--- src/rtl/priority_codec_pkg.sv ---
// rtl/priority_codec_pkg.sv - shared types and decode helper for the priority encoder/decoder pair
package priority_codec_pkg;

    localparam int IDX_W_DEF  = 2;
    localparam int CNT_W_DEF  = 16;

    // Widest index the decode helper supports; callers narrow the result with a cast.
    localparam int IDX_W_MAX  = 8;
    localparam int ONEHOT_MAX = 1 << IDX_W_MAX;

    typedef struct packed {
        logic                 none;
        logic [IDX_W_DEF-1:0] idx;
    } enc_word_t;

    // One-hot of idx, or all zeros when the encoder reported no input asserted.
    function automatic logic [ONEHOT_MAX-1:0] decode_onehot(
        input logic                 none,
        input logic [IDX_W_MAX-1:0] idx
    );
        logic [ONEHOT_MAX-1:0] one;
        one = {{(ONEHOT_MAX-1){1'b0}}, 1'b1};
        if (none) begin
            return '0;
        end
        return one << idx;
    endfunction

endpackage

--- src/rtl/codec_skid_buf.sv ---
// rtl/codec_skid_buf.sv - registered valid/ready stage with one skid entry, strictly FIFO
module codec_skid_buf #(
    parameter int W = 5
) (
    input  logic         clk,
    input  logic         rst_n,
    input  logic         in_valid,
    output logic         in_ready,
    input  logic [W-1:0] in_data,
    output logic         out_valid,
    input  logic         out_ready,
    output logic [W-1:0] out_data
);

    logic [W-1:0] r_main_data;
    logic         r_main_valid;
    logic [W-1:0] r_skid_data;
    logic         r_skid_valid;

    logic w_accept;
    logic w_deliver;

    // in_ready comes straight from the skid flag, so it is a register output.
    assign in_ready  = ~r_skid_valid;
    assign out_valid = r_main_valid;
    assign out_data  = r_main_data;

    assign w_accept  = in_valid && ~r_skid_valid;
    assign w_deliver = r_main_valid && out_ready;

    // Main/skid update: skid drains into main first, new words bypass skid when main frees up.
    always_ff @(posedge clk or negedge rst_n) begin
        if (!rst_n) begin
            r_main_data  <= '0;
            r_main_valid <= 1'b0;
            r_skid_data  <= '0;
            r_skid_valid <= 1'b0;
        end else if (r_skid_valid) begin
            if (w_deliver) begin
                r_main_data  <= r_skid_data;
                r_main_valid <= 1'b1;
                r_skid_valid <= 1'b0;
            end
        end else if (w_accept) begin
            if (!r_main_valid || out_ready) begin
                r_main_data  <= in_data;
                r_main_valid <= 1'b1;
            end else begin
                r_skid_data  <= in_data;
                r_skid_valid <= 1'b1;
            end
        end else if (w_deliver) begin
            r_main_valid <= 1'b0;
        end
    end

endmodule

--- src/rtl/priority_decoder_stream.sv ---
// rtl/priority_decoder_stream.sv - streaming index-to-one-hot decoder with saturating delivery counters
module priority_decoder_stream
    import priority_codec_pkg::*;
#(
    parameter int IDX_W = IDX_W_DEF,
    parameter int CNT_W = CNT_W_DEF
) (
    input  logic                    clk,
    input  logic                    rst_n,
    input  logic                    in_valid,
    output logic                    in_ready,
    input  logic [IDX_W-1:0]        in_idx,
    input  logic                    in_none,
    output logic                    out_valid,
    input  logic                    out_ready,
    output logic [(1<<IDX_W)-1:0]   out_onehot,
    input  logic                    clr_cnt,
    output logic [CNT_W-1:0]        dec_cnt,
    output logic [CNT_W-1:0]        none_cnt
);

    localparam int OUT_W = 1 << IDX_W;

    logic [OUT_W-1:0] w_onehot;
    logic [OUT_W:0]   w_in_payload;
    logic [OUT_W:0]   w_out_payload;
    logic             w_out_none;
    logic             w_deliver;

    logic [CNT_W-1:0] r_dec_cnt;
    logic [CNT_W-1:0] r_none_cnt;

    assign w_onehot     = OUT_W'(decode_onehot(in_none, IDX_W_MAX'(in_idx)));
    assign w_in_payload = {in_none, w_onehot};

    codec_skid_buf #(
        .W(OUT_W + 1)
    ) u_buf (
        .clk      (clk),
        .rst_n    (rst_n),
        .in_valid (in_valid),
        .in_ready (in_ready),
        .in_data  (w_in_payload),
        .out_valid(out_valid),
        .out_ready(out_ready),
        .out_data (w_out_payload)
    );

    assign out_onehot = w_out_payload[OUT_W-1:0];
    assign w_out_none = w_out_payload[OUT_W];
    assign w_deliver  = out_valid && out_ready;

    // Delivery statistics: count on handshake out, hold at all-ones, clear has priority.
    always_ff @(posedge clk or negedge rst_n) begin
        if (!rst_n) begin
            r_dec_cnt  <= '0;
            r_none_cnt <= '0;
        end else if (clr_cnt) begin
            r_dec_cnt  <= '0;
            r_none_cnt <= '0;
        end else if (w_deliver) begin
            if (!w_out_none && !(&r_dec_cnt)) begin
                r_dec_cnt <= r_dec_cnt + 1'b1;
            end
            if (w_out_none && !(&r_none_cnt)) begin
                r_none_cnt <= r_none_cnt + 1'b1;
            end
        end
    end

    assign dec_cnt  = r_dec_cnt;
    assign none_cnt = r_none_cnt;

endmodule

--- config.mk ---
export PLATFORM = sky130hd
export DESIGN_NAME = priority_decoder_stream
export DESIGN_NICKNAME = d
export VERILOG_FILES = /design/src/rtl/priority_codec_pkg.sv /design/src/rtl/codec_skid_buf.sv /design/src/rtl/priority_decoder_stream.sv
export SDC_FILE = /design/constraint.sdc
export NUM_CORES = 1
export LEC_CHECK = 0
export CAP_MARGIN = 20
export CORE_ASPECT_RATIO = 1.1
export CORE_MARGIN = 2
export CORE_UTILIZATION = 56
export CTS_CLUSTER_SIZE = 25
export DETAILED_ROUTE_END_ITERATION = 10
export HOLD_SLACK_MARGIN = 0.03
export PLACE_DENSITY = 0.95
export SLEW_MARGIN = 20
export SYNTH_ARGS = -nofsm -noshare
export SYNTH_HDL_FRONTEND = slang
export SYNTH_SLANG_ARGS = --single-unit
--- constraint.sdc ---
create_clock -name clk -period 4.81 [get_ports clk]
set_input_delay 1.2025 -clock clk [delete_from_list [all_inputs] [get_ports clk]]
set_output_delay 1.2025 -clock clk [all_outputs]
set_load 0.02 [all_outputs]
Word level (Yosys, flattened, before mapping)
Index checks and enable logic that the tools add are counted.
- register bits: 44
- word-level logic and storage cells: 57
- input port bits: 8
- output and inout bits: 38
- bitwise logic cells: 2
- muxes and demuxes: 22
- reduce and logical (&&, ||, !) cells: 22
- equal/unequal tests: 2
- add/subtract/negate cells: 2
- shift-type cells: 1
- operators with widths (kind ; number):
    $mux W16 ; 6
    $add A16 B1 Y16 const B ; 2
    $reduce_and A16 Y1 ; 2
    $mux W5 ; 4
    $reduce_bool A2 Y1 ; 6
    $mux W1 ; 10
    $reduce_and A3 Y1 ; 3
    $mux W4 ; 2
    $logic_and A1 B1 Y1 ; 4
    $logic_not A1 Y1 ; 4
    $reduce_and A2 Y1 ; 2
    $shl A1 B2 Y4 const A ; 1
    $ne A3 B2 Y1 const B ; 1
    $ne A2 B2 Y1 const B ; 1
    $not A1 Y1 ; 2
    $logic_or A1 B1 Y1 ; 1

Logic depth before layout (Yosys ltp)
- word-level depth: 6
- depth in mapped cells: 6

Hierarchy
A second synthesis with hierarchy kept.
- cell total of the unflattened synthesis: 238
- area total of the unflattened synthesis: 2453.6 um2
- by module, submodules not included (module ; cells an instance ; sequential area each (um2) ; area an instance (um2) ; times used):
    priority_decoder_stream ; 200 ; 800.8 ; 1888.1 ; 1
    codec_skid_buf ; 38 ; 300.3 ; 565.5 ; 1

Worst setup path after synthesis
No wires, ideal clock.
- kind: input to register
- from: input out_ready
- to: register r_none_cnt[9], in the netlist none_cnt[9]
- cell stages on the path: 5
- data required time: 4.732 ns
- arrival time: 2.367 ns
- buffers on the path: 1
- path slack: 2.365 ns
- cells stage by stage: nand3_4 -> or3_1 -> buf_2 -> or4_1 -> a21oi_1
- longest elaborated chain between the ends: 3
- RTL lines (element ; RTL line ; text):
    start, declared ; priority_decoder_stream.sv:15 ; input logic out_ready,
    $logic_and A1 B1 Y1 ; priority_decoder_stream.sv:51 ; assign w_deliver = out_valid && out_ready;
    $reduce_bool A2 Y1 (no source line) ; -- ;
    $reduce_and A2 Y1 (no source line) ; -- ;
    end signal, assigned ; priority_decoder_stream.sv:66 ; r_none_cnt <= r_none_cnt + 1'b1;
    end, declared ; priority_decoder_stream.sv:31 ; logic [CNT_W-1:0] r_none_cnt;
Every way passes these cells.
A chain may end at the register's enable or synchronous reset.

Worst setup path after layout
- from: input out_ready
- to: register r_dec_cnt[12], in the netlist dec_cnt[12]
- longest elaborated chain between the ends: 3
- RTL lines (element ; RTL line ; text):
    $logic_and A1 B1 Y1 ; priority_decoder_stream.sv:51 ;
    $reduce_bool A2 Y1 (no source line) ; -- ;
    $reduce_and A2 Y1 (no source line) ; -- ;
    end signal, assigned ; priority_decoder_stream.sv:63 ; r_dec_cnt <= r_dec_cnt + 1'b1;
    end, declared ; priority_decoder_stream.sv:30 ; logic [CNT_W-1:0] r_dec_cnt;
Every way passes these cells.

==> run_results.csv <==
group,metric,value,unit
status,status,"finished, final reports clean",
cells_and_area,drive_gt1_share,9.25,%
synthesis,netlist_top_cells_area,"dfrtp_1 (46%), mux2_2 (6.1%), a21oi_1 (5.6%), nand4_1 (3.4%), nor2_1 (3.1%)",
placed_design,hpwl,3.85,mm
cts,post_cts_buffers,0,
cts,cts_sinks,44,
placed_design,gp_congestion,0.805,
synthesis,synth-edff-count,0,
die,core_area,0.00405,mm^2
grt,grt_util_met2,43.3,%
grt,antenna_found_initial,0,
die,initial_core_util,59.2,%
worst_setup_path,criticalPathCategory,"input port to register",
placed_design,port_buffers,45,
timing,tightest_slew,899,ps
worst_setup_path,cpLargestDelayFamily,"simple AND/OR/NAND/NOR gates",
synthesis,synth_flop_cell,"dfrtp_1",
synthesis,synth_seq_area_share,45.9,%
timing,setup_violations,0,
hold_path,worstHoldEndpoint,"u_buf.r_skid_data[1]",
hold_path,min_from,"u_buf.r_skid_data[1]",
worst_setup_path,crit_chain,"clkdlybuf4s50_1 > and3b_1 > nand4_1 > nor4_1 > mux2_2",
grt,busiest_layer,"met2",
grt,grt_max_degree,45,
cts,cts_max_level,2,
synthesis,yosysWarnings,0,
timing,tns,0,ps
cts,ctsResizeCount,0,
synthesis,synth_area_leader_cell,"dfrtp_1",
cts,ctsHoldBuffers,0,
grt,grt_use_met1,30.4,%
timing,timing.slew.headroom,39.9,%
cts,clockBufferDepth,2,
job,maxCapViolations,0,
worst_setup_path,worst-path-max-fanout,9,
worst_setup_path,cp-end-kind,"register",
route,drt_wl_total,5.50,mm
cts,insertion_delay,300,ps
worst_setup_path,r2r-end,"dec_cnt[12]",
worst_setup_path,cp.arrival,3170,ps
cells_and_area,final_nets,301,
cells_and_area,fill_cells,307,
pwr,power.density,343,mW/mm^2
cts,clkTransAtPathRegs,80,ps
timing,finalMaxSlewViolations,0,
synthesis,syn_inst,252,
die,fp.dieW,66.4,um
cells_and_area,fin_area,0.00295,mm^2
pwr,irDropWorstVdd,0.000302,V
synthesis,async_flop_share,100,%
cells_and_area,postLayoutCoreUtil,72.8,%
hold_path,holdPathStages,2,
synthesis,syn_nets,262,
worst_setup_path,cp.required,5000,ps
cts,cts-root-buf,"clkbuf_8",
synthesis,ys_types,34,
cts,numCtsBuffers,5,
timing,fmax,335,MHz
die,io_pins,46,
timing,fin_crit,2980,ps
timing,grt_setup_unrepaired,"false",
worst_setup_path,cp_slowest_cell,"clkdlybuf4s50_1",
route,drtIter0Drc,159,
route,num_vias,2180,
timing,fin_crit_sh,62.0,%
route,wl_per_cell,16.0,um
worst_setup_path,rrSetupSlack,2770,ps
timing,skew,6.10,ps
die,row_count,24,
die,die_area,0.00482,mm^2
timing,holdWs,482,ps
pwr,total_power,1.01,mW
worst_setup_path,cp-start-kind,"input port",
synthesis,avgSynthCellArea,9.52,um^2
cells_and_area,area_growth_syn_to_layout,23.1,%
route,firstDrtPassIters,4,
synthesis,syn-cell-area,0.00240,mm^2
synthesis,yosysTopAreaCellShare,45.9,%
die,die_y,72.6,um
cts,cts_tree,"yes",
synthesis,ys_seq_elements,44,
timing,hold_viol,0,
grt,grt_overflow,0,
grt,grt.met3_usage,5.86,%
worst_setup_path,r2r_cells,4,
hold_path,hold_class,"register to register",
worst_setup_path,crit_buf_inv,1,
grt,grt_pass1_vias,2160,
cells_and_area,diodes,0,
grt,grt_pass1_wl,9.52,mm
placed_design,placed_cell_area,0.00284,mm^2
worst_setup_path,worstReg2RegStart,"u_buf.out_valid",
route,antenna_left,0,
route,drc,0,
grt,grtUsageTotal,25.4,%
pwr,leakagePower,1.14,nW
route,viasPerCell,6.34,
worst_setup_path,cp_slowest_stage_delay,610,ps
## flip-flops by register name, indices dropped and copies added, names as in the netlist
name                count
dec_cnt                16
none_cnt               16
u_buf.r_skid_valid      1
u_buf.out_data          5
u_buf.r_skid_data       5
u_buf.out_valid         1
## cells by family after synthesis
logic type | Yosys count | share of synthesized area [%]
fa+ha+maj | 2 | 1.04
simple gates | 110 | 26.9
mux | 16 | 7.36
buf+inv | 23 | 4.49
compound gates | 57 | 14.3
flops | 44 | 45.9
## stage by stage
| step | worst slack [ps] | std cells |
|---|---|---|
| 6_report | 1830 | 344 |
| 5_1_grt | 1750 | 344 |
| 4_1_cts | 1890 | 344 |
| 3_5_place_dp | 1580 | 336 |
| 3_3_place_gp | 1660 | 336 |
| 2_1_floorplan | 2360 | 252 |
## placed cells by master (no fill, tap or decap), types with 3 or more instances in the layout
master,instances
clkdlybuf4s50_1,44
o311ai_0,3
or3_1,3
nor3_1,3
nand3_1,9
or4_1,9
nor2b_1,11
nand2_1,14
inv_1,9
mux2i_1,3
clkbuf_8,5
nor2_1,20
dfrtp_1,44
mux2_2,13
nor4_1,10
nand4_1,13
o41ai_1,5
a21oi_1,27
o31ai_1,10
and4_1,3
or2_2,3
o21ai_0,11
## cell type report
| class | count | area [um^2] | share of cell area, % |
|---|---|---|---|
| Multi-Input combinational cell | 185 | 1190 | 40.3 |
| Sequential cell | 44 | 1100 | 37.3 |
| Timing Repair Buffer | 46 | 455 | 15.4 |
| Clock buffer | 6 | 72.6 | 2.46 |
| Tap cell | 52 | 65.1 | 2.20 |
| Clock inverter | 2 | 35.0 | 1.19 |
| Inverter | 9 | 33.8 | 1.14 |
## per-layer routing
metal  up-vias  wire, um
li1       1026         -
met1      1062      2170
met2        78      2880
met3        14       315
met4         0       125
met5         -         0
## cell usage after synthesis, drive strengths merged, types with 2 or more instances
master	n
mux2	13
or4	9
inv	9
a21oi	27
o311ai	3
nand2b	2
nor4b	2
and4	3
nand3b	2
or2	3
o21ai	11
or3	3
ha	2
buf	9
nor2b	11
nor3	3
dfrtp	44
nor4	11
mux2i	3
nand2	14
nand3	10
nand4	13
o31ai	10
and3	2
o41ai	5
nor2	20
clkbuf	5
## tightest hold or removal path, cell delays in order, from the launching register on
cell	delay, ps
dfrtp_1	350
nand2_1	50
o41ai_1	50
## report_power, final
group / leakage [nW] / switching (mW) / internal (mW)
Combinational: 0.492 / 0.132 / 0.116
Clock: 0.0552 / 0.126 / 0.154
Sequential: 0.596 / 0.0634 / 0.422
## how the worst max path moves through the flow
stage,end,from,depth (start not counted),slack (ps)
finish,dec_cnt[12],out_ready,5,1830
floorplan,none_cnt[9],out_ready,5,2360
global placement,dec_cnt[14],out_ready,5,1660
CTS,dec_cnt[12],out_ready,5,1890
detailed placement,dec_cnt[14],out_ready,5,1580
global route,dec_cnt[15],out_ready,5,1750
(Power assumes the default switching activity.)
